## config.mk

```make
export PLATFORM = sky130hd
export DESIGN_NAME = lsu_axi_master
export DESIGN_NICKNAME = d
export VERILOG_FILES = /design/src/rtl/lsu_axi_master.sv
export SDC_FILE = /design/constraint.sdc
export NUM_CORES = 1
export LEC_CHECK = 0
export CAP_MARGIN = 20
export CELL_PAD_IN_SITES_DETAIL_PLACEMENT = 1
export CELL_PAD_IN_SITES_GLOBAL_PLACEMENT = 1
export CORE_ASPECT_RATIO = 0.9
export CORE_MARGIN = 3
export CORE_UTILIZATION = 33
export CTS_CLUSTER_DIAMETER = 120
export CTS_CLUSTER_SIZE = 20
export DETAILED_ROUTE_END_ITERATION = 8
export PLACE_DENSITY = 0.95
export SLEW_MARGIN = 20
export SYNTH_ARGS = -nofsm -noshare
export SYNTH_HDL_FRONTEND = slang
export SYNTH_SLANG_ARGS = --single-unit
```

## constraint.sdc

```tcl
create_clock -name clk -period 5.39 [get_ports clk]
set_input_delay 1.078 -clock clk [delete_from_list [all_inputs] [get_ports clk]]
set_output_delay 1.078 -clock clk [all_outputs]
set_load 0.005 [all_outputs]
```

## src/rtl/lsu_axi_master.sv

```systemverilog
// Single-beat AXI master for a core load/store unit: one outstanding access,
// byte-lane alignment of load/store data, misalignment rejection without bus traffic.
module lsu_axi_master #(
  parameter int ADDR_W = 64,
  parameter int DATA_W = 64
) (
  input  logic                clk,
  input  logic                reset,
  // core side
  input  logic                mem_read,
  input  logic                mem_write,
  input  logic [ADDR_W-1:0]   mem_visit_addr,
  input  logic [1:0]          op_width,
  input  logic [DATA_W-1:0]   mem_write_data,
  output logic [DATA_W-1:0]   mem_read_data,
  output logic                mem_visit_end,
  output logic                mem_err,
  // AXI write address
  output logic                awvalid,
  input  logic                awready,
  output logic [ADDR_W-1:0]   awaddr,
  output logic [2:0]          awsize,
  output logic [7:0]          awlen,
  output logic [1:0]          awburst,
  // AXI write data
  output logic                wvalid,
  input  logic                wready,
  output logic [DATA_W-1:0]   wdata,
  output logic [DATA_W/8-1:0] wstrb,
  output logic                wlast,
  // AXI write response
  input  logic                bvalid,
  output logic                bready,
  input  logic [1:0]          bresp,
  // AXI read address
  output logic                arvalid,
  input  logic                arready,
  output logic [ADDR_W-1:0]   araddr,
  output logic [2:0]          arsize,
  output logic [7:0]          arlen,
  output logic [1:0]          arburst,
  // AXI read data
  input  logic                rvalid,
  output logic                rready,
  input  logic [DATA_W-1:0]   rdata,
  input  logic [1:0]          rresp
);

  localparam int STRB_W = DATA_W / 8;

  typedef enum logic [2:0] {
    IDLE,
    RD_ADDR,
    RD_DATA,
    WR_REQ,
    WR_RESP,
    RELEASE
  } state_t;

  state_t              r_state;
  logic [ADDR_W-1:0]   r_addr;
  logic [1:0]          r_op;
  logic [DATA_W-1:0]   r_wdata_raw;
  logic [DATA_W-1:0]   r_rdata;
  logic                r_arvalid;
  logic                r_rready;
  logic                r_awvalid;
  logic                r_wvalid;
  logic                r_bready;
  logic                r_visit_end;
  logic                r_err;

  logic                w_misaligned;
  logic [5:0]          w_shift;
  logic [DATA_W-1:0]   w_size_mask;
  logic [DATA_W-1:0]   w_rdata_aligned;
  logic                w_aw_done;
  logic                w_w_done;
  logic [3:0]          w_strb_lo;
  logic [3:0]          w_strb_hi;
  logic [STRB_W-1:0]   w_strb;

  // Alignment is judged on the live request so a bad access never reaches the bus.
  always_comb begin
    case (op_width)
      2'd0:    w_misaligned = 1'b0;
      2'd1:    w_misaligned = mem_visit_addr[0];
      2'd2:    w_misaligned = |mem_visit_addr[1:0];
      default: w_misaligned = |mem_visit_addr[2:0];
    endcase
  end

  always_comb begin
    case (r_op)
      2'd0:    w_size_mask = DATA_W'(8'hFF);
      2'd1:    w_size_mask = DATA_W'(16'hFFFF);
      2'd2:    w_size_mask = DATA_W'(32'hFFFF_FFFF);
      default: w_size_mask = {DATA_W{1'b1}};
    endcase
  end

  assign w_shift         = {r_addr[2:0], 3'b000};
  assign w_rdata_aligned = (rdata >> w_shift) & w_size_mask;

  // A channel counts as done if it was accepted earlier or is being accepted now.
  assign w_aw_done = !r_awvalid || awready;
  assign w_w_done  = !r_wvalid  || wready;

  // Byte lane gi is enabled when it lies in [addr, addr + 2^op_width).
  assign w_strb_lo = {1'b0, r_addr[2:0]};
  assign w_strb_hi = w_strb_lo + (4'd1 << r_op);

  genvar gi;
  generate
    for (gi = 0; gi < STRB_W; gi++) begin : g_strb
      assign w_strb[gi] = (4'(gi) >= w_strb_lo) && (4'(gi) < w_strb_hi);
    end
  endgenerate

  always_ff @(posedge clk) begin
    if (reset) begin
      r_state     <= IDLE;
      r_addr      <= '0;
      r_op        <= 2'd0;
      r_wdata_raw <= '0;
      r_rdata     <= '0;
      r_arvalid   <= 1'b0;
      r_rready    <= 1'b0;
      r_awvalid   <= 1'b0;
      r_wvalid    <= 1'b0;
      r_bready    <= 1'b0;
      r_visit_end <= 1'b0;
      r_err       <= 1'b0;
    end else begin
      r_visit_end <= 1'b0;
      case (r_state)
        IDLE: begin
          if (mem_read || mem_write) begin
            r_addr <= mem_visit_addr;
            r_op   <= op_width;
            if (!mem_read) begin
              r_wdata_raw <= mem_write_data;
            end
            if (w_misaligned) begin
              r_visit_end <= 1'b1;
              r_err       <= 1'b1;
              r_state     <= RELEASE;
            end else if (mem_read) begin
              r_arvalid <= 1'b1;
              r_state   <= RD_ADDR;
            end else begin
              r_awvalid <= 1'b1;
              r_wvalid  <= 1'b1;
              r_state   <= WR_REQ;
            end
          end
        end
        RD_ADDR: begin
          if (arready) begin
            r_arvalid <= 1'b0;
            r_rready  <= 1'b1;
            r_state   <= RD_DATA;
          end
        end
        RD_DATA: begin
          if (rvalid) begin
            r_rready    <= 1'b0;
            r_rdata     <= w_rdata_aligned;
            r_err       <= |rresp;
            r_visit_end <= 1'b1;
            r_state     <= RELEASE;
          end
        end
        WR_REQ: begin
          if (r_awvalid && awready) begin
            r_awvalid <= 1'b0;
          end
          if (r_wvalid && wready) begin
            r_wvalid <= 1'b0;
          end
          if (w_aw_done && w_w_done) begin
            r_bready <= 1'b1;
            r_state  <= WR_RESP;
          end
        end
        WR_RESP: begin
          if (bvalid) begin
            r_bready    <= 1'b0;
            r_err       <= |bresp;
            r_visit_end <= 1'b1;
            r_state     <= RELEASE;
          end
        end
        RELEASE: begin
          // Wait for the core to drop its level request so it is not relaunched.
          if (!mem_read && !mem_write) begin
            r_state <= IDLE;
          end
        end
        default: r_state <= IDLE;
      endcase
    end
  end

  assign mem_read_data = r_rdata;
  assign mem_visit_end = r_visit_end;
  assign mem_err       = r_err;

  assign awvalid = r_awvalid;
  assign awaddr  = r_addr;
  assign awsize  = {1'b0, r_op};
  assign awlen   = 8'd0;
  assign awburst = 2'b01;

  assign wvalid  = r_wvalid;
  assign wdata   = r_wdata_raw << w_shift;
  assign wstrb   = w_strb;
  assign wlast   = 1'b1;

  assign bready  = r_bready;

  assign arvalid = r_arvalid;
  assign araddr  = r_addr;
  assign arsize  = {1'b0, r_op};
  assign arlen   = 8'd0;
  assign arburst = 2'b01;

  assign rready  = r_rready;

endmodule

```

# Word level (Yosys, flattened, before mapping)
# Index checks and enable logic that the tools add are counted.
dict set report word_totals {
  register_bits 204
  inputBits 207
  output_inout_bits 298
  word_cells 135
}
dict set report classes {
  n_addsub 1
  magnitude_cmp 16
  n_eq_ne 21
  n_shift 3
  n_mux 39
  bitwise 2
  reduce_logical 41
}
# op n
set ops {}
lappend ops {{64-bit case mux with 3 select lines} 1}
lappend ops {{64-bit bitwise AND} 1}
lappend ops {{64-bit by 6-bit << shifter with 64-bit output} 1}
lappend ops {{64-bit by 6-bit right shift with 64-bit output} 1}
lappend ops {{2-bit inequality test (second input constant)} 12}
lappend ops {{1-bit 2-to-1 mux} 21}
lappend ops {{3-bit 2-to-1 mux} 7}
lappend ops {{5-bit AND reduction} 4}
lappend ops {{3-bit case mux with 6 select lines} 1}
lappend ops {{3-bit by 4-bit less-than comparator with 1-bit output (first input constant)} 4}
lappend ops {{3-bit >= comparator (first input constant)} 4}
lappend ops {{1-bit logical AND} 12}
lappend ops {{1-bit case mux with 2 select lines} 5}
lappend ops {{1-bit case mux with 3 select lines} 3}
lappend ops {{3-bit AND reduction} 3}
lappend ops {{1-bit by 4-bit less-than comparator with 1-bit output (first input constant)} 2}
lappend ops {{2-bit by 4-bit less-than comparator with 1-bit output (first input constant)} 2}
lappend ops {{2-bit nonzero test} 4}
lappend ops {{3-bit by 2-bit == test with 1-bit output (second input constant)} 2}
lappend ops {{3-bit == test (second input constant)} 2}
lappend ops {{1-bit by 3-bit >= comparator with 1-bit output (first input constant)} 2}
lappend ops {{2-bit by 3-bit >= comparator with 1-bit output (first input constant)} 2}
lappend ops {{6-bit AND reduction} 1}
lappend ops {{2-bit OR reduction} 3}
lappend ops {{14 further kinds} 23}

# Longest topological paths before layout
# Gate-level depths: netlist (run 1).
dict set report depth {
  depth_word 5
  mapped_depth 8
  ltp_nobuf 7
}

# Least setup slack after synthesis (run 1)
# No wires, ideal clock.
dict set report synth_path {
  kind {reg2out}
  start {register r_op[1]}
  end {output wstrb[2]}
  arrival_ns 1.964
  required_ns 4.312
  path_slack_ns 2.348
  path_stages_with_launch 9
  path_cell_list {dfxtp_1 > buf_2 > nor2_1 > ha_1 > fa_1 > nand4bb_1 > o32ai_1 > a31o_2 > a221oi_1}
}
dict set report synth_between {
  elab_chain_len 4
}
# item line_no
set synth_rtl {}
lappend synth_rtl {{from (decl)} 62} ;# logic [1:0] r_op;
lappend synth_rtl {{from (signal assigned)} 140} ;# r_op <= op_width;
lappend synth_rtl {{1-bit by 2-bit << shifter with 4-bit output} 111} ;# assign w_strb_hi = w_strb_lo + (4'd1 << r_op);
lappend synth_rtl {{3-bit by 4-bit adder with 4-bit output} 111}
lappend synth_rtl {{2-bit by 4-bit less-than comparator with 1-bit output} 116} ;# assign w_strb[gi] = (4'(gi) >= w_strb_lo) && (4'(gi) < w_strb_hi);
lappend synth_rtl {{1-bit logical AND} 116}
lappend synth_rtl {{to (decl)} 29} ;# output logic [DATA_W/8-1:0] wstrb,
# No other way between the ends.

# Final worst setup path (run 1)
dict set report layout_path {
  start {register r_addr[1] (netlist: araddr[1])}
  end {output wstrb[2]}
}
dict set report layout_between {
  elab_chain_len 3
}
# item line_no
set layout_rtl {}
lappend layout_rtl {{from (decl)} 61} ;# logic [ADDR_W-1:0] r_addr;
lappend layout_rtl {{from (signal assigned)} 139} ;# r_addr <= mem_visit_addr;
lappend layout_rtl {{3-bit by 4-bit adder with 4-bit output} 111}
lappend layout_rtl {{2-bit by 4-bit less-than comparator with 1-bit output} 116}
lappend layout_rtl {{1-bit logical AND *} 116}
# Mark *: on every way between the ends. The rest lies on a longest branch, timed or not.

==> results of run 1 <==
[layout make-up]
| class | instances | area [um2] | area share [%] |
|---|---|---|---|
| multi-input combinational | 980 | 6180 | 38.1 |
| timing repair buffer | 495 | 4920 | 30.3 |
| sequential | 204 | 4100 | 25.2 |
| tap | 462 | 578 | 3.56 |
| clock buffer | 18 | 387 | 2.38 |
| inverter | 16 | 60.1 | 0.370 |
| clock inverter | 1 | 16.3 | 0.100 |
| antenna | 2 | 5.00 | 0.0308 |
[synth_stat cells, types with 11 or more instances]
master     count  area (um2)
o21ai_1       14        70.1
clkbuf_1      40         150
o21ai_0       22         110
a211oi_1      11        82.6
buf_4        100         751
mux4_2        25         563
o22ai_1       34         213
mux2_2        24         270
a22o_1        16         140
nor2_1        80         300
a21oi_1      160         801
o2bb2ai_1     13         114
nor2b_1       13        81.3
a22oi_1       40         300
buf_2         60         300
dfxtp_1      204        4080
mux2i_1      120        1200
nand2_1      305        1140
inv_1         14        52.6
[cell families after synthesis]
logic type | Yosys count | synth area share (%)
XOR/XNOR | 2 | 0.153
multiplexers | 172 | 18.0
other | 2 | 0.0655
buffers and inverters | 222 | 11.6
AO/OA/AOI/OAI | 334 | 17.8
AND/OR/NAND/NOR | 446 | 16.4
flip-flops | 204 | 35.6
adder cells (fa/ha/maj) | 3 | 0.393
[stage by stage]
stage	total power [mW]	instances	worst slack (ps)	area [um2]
after global routing	6.90	2176	610	16200
after detailed placement	5.45	2157	1360	15800
after CTS	6.57	2176	763	16200
after global placement	5.32	2157	1390	15800
after floorplan	3.96	1406	2350	11500
final	6.53	2178	794	16200
[path summary, 6_finish.rpt]
kind	from	endpoint	slack, ps
max	araddr[1]$_SDFFE_PP0P_	wstrb[2]	790
max reg2reg	araddr[1]$_SDFFE_PP0P_	mem_read_data[25]$_SDFFE_PP0N_	2600
min reg2reg	rready$_SDFFE_PP0P_	rready$_SDFFE_PP0P_	450
min	rready$_SDFFE_PP0P_	rready$_SDFFE_PP0P_	450
[flip-flops by register name (all words and copies together) (netlist names)]
register and cells:
r_wdata_raw 64, wvalid 1, arvalid 1, mem_err 1
bready 1, mem_read_data 64, r_state 3, rready 1
mem_visit_end 1, awvalid 1, araddr 64, r_op 2
[worst max-delay path: stages (launching register included)]
cell and delay [ps]:
dfxtp_4 980, ha_1 390, a21o_1 230, mux2i_1 140, a31o_2 330, a221oi_1 360
clkdlybuf4s50_1 580
[cell usage in the layout, fill, tap and decap left out, types with 9 or more instances in the layout]
| cell type | instances |
|---|---|
| o21ai_1 | 13 |
| clkdlybuf4s50_1 | 480 |
| nor2_1 | 80 |
| conb_1 | 23 |
| clkbuf_16 | 15 |
| inv_1 | 14 |
| a22oi_1 | 40 |
| mux4_2 | 25 |
| and2_1 | 9 |
| nor2b_1 | 11 |
| nand2_1 | 305 |
| mux2_2 | 24 |
| o22ai_1 | 34 |
| dfxtp_1 | 201 |
| mux2i_1 | 120 |
| o21ai_0 | 22 |
| a211oi_1 | 11 |
| a22o_1 | 16 |
| buf_4 | 14 |
| a21oi_1 | 160 |
| nor4_1 | 9 |
| o2bb2ai_1 | 13 |
[report_power, final]
group	internal [mW]	switching (mW)	leakage (nW)
Combinational	1.62	1.65	3.71
Sequential	1.75	0.407	1.66
Clock	0.514	0.586	0.196
[layer usage]
metal	part of all wire (%)	up-vias	global-route usage, %
met2	50	538	46.7
met3	7.1	117	5.48
li1	-	5339	-
met4	4.1	14	9.84
met1	38	5672	30.3
met5	0.22	-	0
==> key figures, run 1 <==
Worst setup path
  – Worst path required time: 4310 ps
  – CP Class: reg -> out
  – Crit. End Element: primary output
  – Register-to-Register Path Depth: 5
  – CP Launch Type: flip-flop
  – Arrival time worst endpoint: 3520 ps
  – Critical path peak fanout: 67

Clock network
  – H-tree Lvls: 1
  – CTS tree: built
  – Worst skew pair latency: 490 ps
  – Clk slew on worst S/H paths: roughly 90 ps
  – Postcts setup bufs: 0
  – CTS hold repair buffers: 0
  – CTS Root Cell: clkbuf_16
  – Num CTS Buffers: 14
  – CTS sink count: 204
  – Longest Clk Path Bufs: 3
  – Post-CTS sizing: 0

Timing
  – RSZ-0062 raised after global routing: no
  – Final Hold Viols: 0
  – Minimum clock period: approximately 4600 ps
  – Final Max Tran Viols: 0
  – WHS: 454 ps
  – Period utilization: between 80% and 90%
  – Setup total negative slack: 0 ps
  – Max Freq: 218 MHz
  – Slew HR: 29.2%
  – Clk_skew: roughly 29 ps
  – Slew @ Worst Pin: 1060 ps
  – Final setup vio count: 0

Routing
  – Antenna-violating nets left: 0
  – Vias: 11680
  – DR iter-0 viols: 733
  – Via density: between 5 and 6
  – DRC Markers: 0
  – Total wire length: 51100 um
  – Number of iterations in the first detailed-routing pass: 5
  – Post-DR wirelength/cell: 23.5 um

Place
  – RD Place Congestion: 0.877
  – Dpl hpwl: 38200 um
  – Port Buf Inserts: 481

Floorplanning
  – Chip height: 183 um
  – Die Area: 37000 um2
  – Initial Utilization: approximately 34%
  – Core area: 34100 um2
  – Die width: ~200 um
  – # IOs: approximately 500
  – Row cnt: 64

Logic synthesis
  – Synthesized area: 11500 um2
  – Top FF cell, synth: dfxtp_1
  – Synth warnings: 0
  – Mapped Cells: roughly 1400
  – Syn_area_per_cell: 8.28 um2
  – Synth unique cells: slightly above 60
  – Post-synth EDFFs: 0
  – Post-synthesis sequential area ratio: 35.6%
  – Async S/R FF share, synth: 0%
  – Yosys reg bits: slightly above 200

Global route
  – First-pass GRT wire length: 75700 um
  – GRT overflow: 0
  – Largest net degree at the start of global routing: 104
  – Vias in the first global route: 12407
  – Gr usage total: 25.9%
  – Initial antenna violation count: 7

Min path
  – Hold Crit Depth: 2
  – HP Class: reg -> reg

Final layout
  – Final core occ: a little under half
  – # nets final: between 1500 and 2000
  – Fraction of layout cells with a size suffix above 1: 5.72%
  – Layout area overhead: 41.6%
  – FILL cells: 3985

Run status
  – Outcome: complete, no violations

Pwr
  – Pwr Density: between 400 and 500 nW/um2
  – P_leak: 5.57 nW
  – Maximum VDD drop: 0.230 mV

Run
  – Max capacitance violation total: 0
Power figures use the tool's default switching activity.
==> run 2: changes to the inputs <==
--- a/config.mk
+++ b/config.mk
@@ -5,16 +5,17 @@
 export SDC_FILE = /design/constraint.sdc
 export NUM_CORES = 1
 export LEC_CHECK = 0
+export ABC_CLOCK_PERIOD_IN_PS = 5390
 export CAP_MARGIN = 20
 export CELL_PAD_IN_SITES_DETAIL_PLACEMENT = 1
 export CELL_PAD_IN_SITES_GLOBAL_PLACEMENT = 1
-export CORE_ASPECT_RATIO = 0.9
-export CORE_MARGIN = 3
-export CORE_UTILIZATION = 33
+export CORE_AREA = 3 3 193 195
 export CTS_CLUSTER_DIAMETER = 120
 export CTS_CLUSTER_SIZE = 20
 export DETAILED_ROUTE_END_ITERATION = 8
-export PLACE_DENSITY = 0.95
+export DIE_AREA = 0 0 196 198
+export DONT_BUFFER_PORTS = 1
+export PLACE_DENSITY = 0.68
 export SLEW_MARGIN = 20
 export SYNTH_ARGS = -nofsm -noshare
 export SYNTH_HDL_FRONTEND = slang
==> run 2 against run 1 <==
  * Non-clock buffer count shrank 480
  * Combinational power shrank 34%
  * Final cell count shrank 22%
  * Die area grew 4.8%
  * Sequential cell count is the same
  * Design area shrank 30%
  * Critical path type unchanged
  * Largest cell class unchanged
==> key figures, run 2 (synthesis results as in run 1) <==
Floorplanning
  – Die Area: 38800 um2
  – Row cnt: 69
  – Chip height: 198 um
  – Die width: 196 um
  – Initial Utilization: 32.2%
  – # IOs: 505
  – Core area: 35600 um2

Pwr
  – Seq pwr share: 40.1%
  – P_leak: 3.81 nW
  – Maximum VDD drop: 0.304 mV
  – P_sw: 2.40 mW
  – Clock power frac: between 10% and 20%
  – Sw frac: ~44%
  – Gate power share: 39.9%
  – Power Total: between 5 and 6 mW
  – Pwr Density: 475 nW/um2
  – Power Internal: a little over 3 mW

Worst setup path
  – Crit. path cell count: 7
  – CP Launch Type: flip-flop
  – CP Capture Point: wstrb[4]
  – Critical path peak fanout: 14
  – CP most frequent cell: xnor2_1
  – CP Buf/Inv Count: 0
  – R2r setup slk: 2660 ps
  – Crit. End Element: primary output
  – Cell family with most CP delay: flip-flops
  – CP max-delay cell: dfxtp_1
  – Worst path required time: 4310 ps
  – Slowest cell delay on critical path: 740 ps
  – CP Class: reg -> out
  – Worst-path cell chain: nor2_1 -> ha_1 -> fa_1 -> xnor2_1 -> xnor2_1 -> o21ai_0 -> a22oi_1
  – Register-to-Register Path Depth: 5
  – Critical R2R Launch: araddr[0]$_SDFFE_PP0P_
  – Arrival time worst endpoint: around 3100 ps
  – Crit path from: r_op[1]$_SDFFE_PP0P_
  – Worst R2R End: mem_read_data[0]$_SDFFE_PP0N_

Routing
  – Vias: 9519
  – Antenna-violating nets left: 0
  – Total wire length: 44100 um
  – DR iter-0 viols: approximately 470
  – DRC Markers: 0
  – Via density: around 5.6
  – Number of iterations in the first detailed-routing pass: 5
  – Post-DR wirelength/cell: 26.0 um

Global route
  – Largest net degree at the start of global routing: roughly 180
  – Met3 usage: 7.83%
  – Initial antenna violation count: 2
  – Met1 Use GR: 23.3%
  – GRT overflow: 0
  – Gr usage total: 21.2%
  – Met2 Use GR: 38.3%
  – GRT Max-Usage Layer: met2
  – First-pass GRT wire length: 63400 um
  – Vias in the first global route: 9664

Clock network
  – Worst skew pair latency: 490 ps
  – CTS Root Cell: clkbuf_16
  – CTS sink count: 204
  – CTS tree: built
  – Num CTS Buffers: 14
  – H-tree Lvls: 1
  – Postcts setup bufs: 0
  – Post-CTS sizing: 0
  – CTS hold repair buffers: 0
  – Clk slew on worst S/H paths: 90 ps
  – Longest Clk Path Bufs: 3

Timing
  – Minimum clock period: 4210 ps
  – Clk_skew: ~14 ps
  – Final Hold Viols: 0
  – Setup total negative slack: 0 ps
  – Final setup vio count: 0
  – Slew @ Worst Pin: 965 ps
  – RSZ-0062 raised after global routing: no
  – Final Max Tran Viols: 0
  – Max Freq: 238 MHz
  – Period utilization: 78.1%
  – Slew HR: 35.6%

Min path
  – Hold Crit Depth: 2
  – HP Class: reg -> reg

Place
  – RD Place Congestion: 0.904
  – DP Cell Count: 1676
  – Dpl hpwl: 32500 um
  – Port Buf Inserts: 0

Final layout
  – Non-filler cells, final: 1696
  – Most common cell after layout, fill and taps aside: nand2_1
  – # nets final: about 1400
  – Most frequent cells in the layout: nand2_1, dfxtp_1, a21oi_1
  – Fraction of layout cells with a size suffix above 1: 8.10%
  – Layout area overhead: -0.381%

Run status
  – Outcome: complete, no violations

Run
  – Max capacitance violation total: 0
[run 2: worst reg2reg max path: cells and delay by family, from the launching register on]
family          cells  cell delay [ps]
buf+inv             1              800
mux                 3              940
compound gates      1              290
flops               1              630
[run 2: layer usage]
metal,vias to the layer above,share of wire (%)
met1,4716,38
met2,350,50
met3,65,8.8
li1,4384,-
met4,4,3.2
met5,-,0.061
[run 2: stage by stage]
| stage | hold WS [ps] | utilization (%) | instance area, um2 | setup WS [ps] |
|---|---|---|---|---|
| 3_3_place_gp | 438 | 31.0 | 11000 | 1670 |
| 5_1_grt | 487 | 32.1 | 11400 | 903 |
| 6_report | 459 | 32.1 | 11400 | 1180 |
| 2_1_floorplan | 434 | - | 11500 | 2350 |
| 4_1_cts | 459 | 32.1 | 11400 | 1070 |
| 3_5_place_dp | 446 | 31.0 | 11000 | 1630 |
[run 2: worst min-delay path by stage]
stage | startpoint | end | slack [ps]
6_report | r_wdata_raw[54]$_SDFFE_PP0P_ | r_wdata_raw[54]$_SDFFE_PP0P_ | 460
5_1_grt | r_wdata_raw[58]$_SDFFE_PP0P_ | r_wdata_raw[58]$_SDFFE_PP0P_ | 490
4_1_cts | r_wdata_raw[54]$_SDFFE_PP0P_ | r_wdata_raw[54]$_SDFFE_PP0P_ | 460
3_5_place_dp | r_wdata_raw[54]$_SDFFE_PP0P_ | r_wdata_raw[54]$_SDFFE_PP0P_ | 450
3_3_place_gp | r_wdata_raw[51]$_SDFFE_PP0P_ | r_wdata_raw[51]$_SDFFE_PP0P_ | 440
2_1_floorplan | r_wdata_raw[48]$_SDFFE_PP0P_ | r_wdata_raw[48]$_SDFFE_PP0P_ | 430
[run 2: area by class of cell]
class / instances / area (um2)
timing repair buffer: 15 / 113
antenna: 1 / 2.50
tap: 461 / 577
inverter: 16 / 60.1
fill: 4265 / 24100
clock inverter: 2 / 20.0
multi-input combinational: 980 / 6180
sequential: 204 / 4100
clock buffer: 17 / 383
[run 2: power by group through the flow]
| stage | clock, mW | sequential, mW | combinational (mW) |
|---|---|---|---|
| floorplan | 0 | 1.96 | 2.00 |
| global placement | 0 | 2.21 | 2.13 |
| detailed placement | 0 | 2.22 | 2.19 |
| CTS | 1.14 | 2.19 | 2.19 |
| global route | 1.18 | 2.23 | 2.39 |
| finish | 1.08 | 2.18 | 2.17 |
==> run 3: changes to the inputs <==
--- a/config.mk
+++ b/config.mk
@@ -5,7 +5,7 @@
 export SDC_FILE = /design/constraint.sdc
 export NUM_CORES = 1
 export LEC_CHECK = 0
-export ABC_CLOCK_PERIOD_IN_PS = 5390
+export ABC_CLOCK_PERIOD_IN_PS = 4200
 export CAP_MARGIN = 20
 export CELL_PAD_IN_SITES_DETAIL_PLACEMENT = 1
 export CELL_PAD_IN_SITES_GLOBAL_PLACEMENT = 1
==> constraint.sdc (replaced) <==
create_clock -name clk -period 4.2 [get_ports clk]
set_input_delay 0.84 -clock clk [delete_from_list [all_inputs] [get_ports clk]]
set_output_delay 0.84 -clock clk [all_outputs]
set_load 0.005 [all_outputs]
==> run 3 against run 2 <==
  * Die area unchanged
  * Clock skew up 8.1 ps
  * Critical path depth unchanged
  * Clock power up 30%
  * Register-to-register slack worse by 1200 ps
  * Core utilization up 0.14 points
  * Largest cell class unchanged
  * Worst hold slack worse by 63 ps
  * Final cell count up 0.29%
  * Total power up 29%
  * First-iteration DRC count down 0.21%
==> key figures, run 3 (synthesis results as in run 1) <==
Clock network
  – Clk slew on worst S/H paths: 100 ps
  – Post-CTS sizing: 0
  – CTS Root Cell: clkbuf_16
  – Longest Clk Path Bufs: 3
  – Worst skew pair latency: 500 ps
  – Num CTS Buffers: 14
  – CTS tree: built
  – H-tree Lvls: 1
  – CTS sink count: 204
  – Postcts setup bufs: 0
  – CTS hold repair buffers: 0

Pwr
  – Gate power share: 40.9%
  – Clock power frac: between 20% and 30%
  – Pwr Density: 611 nW/um2
  – Power Internal: 3.92 mW
  – P_leak: 3.84 nW
  – Seq pwr share: approximately 39%
  – Maximum VDD drop: 0.392 mV
  – Sw frac: 44.1%
  – P_sw: 3.09 mW

Run status
  – Outcome: complete, no violations

Timing
  – Period utilization: between 90% and 100%
  – Clk_skew: about 22 ps
  – Final Max Tran Viols: 0
  – Slew @ Worst Pin: ~1100 ps
  – Slew HR: 29.4%
  – WHS: just under 400 ps
  – Final setup vio count: 0
  – Setup total negative slack: 0 ps
  – Final Hold Viols: 0
  – Max Freq: 260 MHz
  – Minimum clock period: 3850 ps
  – RSZ-0062 raised after global routing: no

Place
  – Placed inst area: 11100 um2
  – DP Cell Count: 1683
  – Dpl hpwl: 32500 um
  – RD Place Congestion: between 0.9 and 1
  – Port Buf Inserts: 0

Global route
  – Largest net degree at the start of global routing: 184
  – GRT overflow: 0
  – First-pass GRT wire length: around 64000 um
  – Initial antenna violation count: 1
  – Gr usage total: between 20% and 30%
  – Vias in the first global route: 9623

Worst setup path
  – Worst path required time: ~3400 ps
  – Critical path peak fanout: 10
  – CP Class: reg -> out
  – CP Launch Type: flip-flop
  – Arrival time worst endpoint: 3010 ps
  – Crit. End Element: primary output

Floorplanning
  – # IOs: 505
  – Row cnt: 69
  – Initial Utilization: 32.2%
  – Core area: 35600 um2
  – Chip height: 198 um
  – Die width: 196 um
  – Die Area: 38800 um2

Final layout
  – Fraction of layout cells with a size suffix above 1: about 8.5%
  – Multi-input combinational cell area: 6170 um2
  – Non-filler cells, final: ~1700
  – Antenna cells: 0
  – # nets final: 1448
  – Fin area: 11500 um2
  – Most common cell after layout, fill and taps aside: nand2_1
  – Layout area overhead: 0.0545%
  – FILL cells: 4234
  – Most frequent cells in the layout: nand2_1, dfxtp_1, a21oi_1
  – Reg area: 4100 um2

Routing
  – Antenna-violating nets left: 0
  – Via density: roughly 5.6
  – Total wire length: 43900 um
  – Number of iterations in the first detailed-routing pass: 4
  – DR iter-0 viols: 473
  – Post-DR wirelength/cell: around 26 um
  – Vias: 9544
  – DRC Markers: 0

Min path
  – HP Class: in -> reg

Run
  – Max capacitance violation total: 0
## run 3: changes by cell type in the layout (fill, tap and decap cells not counted)
cell	previous run	this run
nor3b_2	0	1
nand2b_2	1	0
nor3b_4	1	0
diode_2	1	0
buf_12	0	1
nand2b_1	6	7
buf_4	15	21
clkbuf_1	2	1
## run 3: power groups by stage
stage / logic (mW) / registers (mW) / clock network, mW
6_report: 2.87 / 2.74 / 1.40
3_5_place_dp: 2.89 / 2.80 / 0
5_1_grt: 3.15 / 2.80 / 1.53
4_1_cts: 2.90 / 2.75 / 1.47
2_1_floorplan: 2.57 / 2.51 / 0
3_3_place_gp: 2.83 / 2.78 / 0
## run 3: worst paths after layout
| path | slack, ps | depth (start not counted) | endpoint | from |
|---|---|---|---|---|
| setup reg to reg | 1460 | 5 | mem_read_data[19]$_SDFFE_PP0N_ | araddr[1]$_SDFFE_PP0P_ |
| hold / removal | 400 | 1 | mem_read_data[45]$_SDFFE_PP0N_ | reset |
| setup / recovery | 350 | 7 | wstrb[6] | r_op[0]$_SDFFE_PP0P_ |
| hold reg to reg | 460 | 2 | r_wdata_raw[57]$_SDFFE_PP0P_ | r_wdata_raw[57]$_SDFFE_PP0P_ |
## run 3: metal layers
metal,vias to the layer above,GRT usage (%),routed length [um],share of wire [%]
li1,4404,-,-,-
met1,4698,23.9,16900,38
met2,370,37.6,21600,49
met3,70,7.30,3940,9.0
met4,2,6.52,1520,3.5
met5,-,0,13,0.030
## run 3: through the flow
| stage | utilization, % | power (mW) | setup slack (ps) |
|---|---|---|---|
| final | 32.3 | 7.01 | 351 |
| after CTS | 32.3 | 7.12 | 254 |
| after global placement | 31.1 | 5.62 | 896 |
| after detailed placement | 31.1 | 5.68 | 830 |
| after global routing | 32.3 | 7.49 | 141 |
| after floorplan | - | 5.08 | 1400 |
## run 3: critical path, stage by stage (launching register included)
cell     delay (ps)
dfxtp_1         670
nor2_1          140
ha_1            250
fa_1            460
xnor2_1         170
xnor2_1         300
nand3_1         130
a32oi_1         400
## run 3: cell type report
class / instances / area share, %
clock inverter: 2 / 0.174
tap: 461 / 5.03
clock buffer: 16 / 3.30
multi-input combinational: 980 / 53.7
inverter: 16 / 0.523
sequential: 204 / 35.7
timing repair buffer: 22 / 1.55
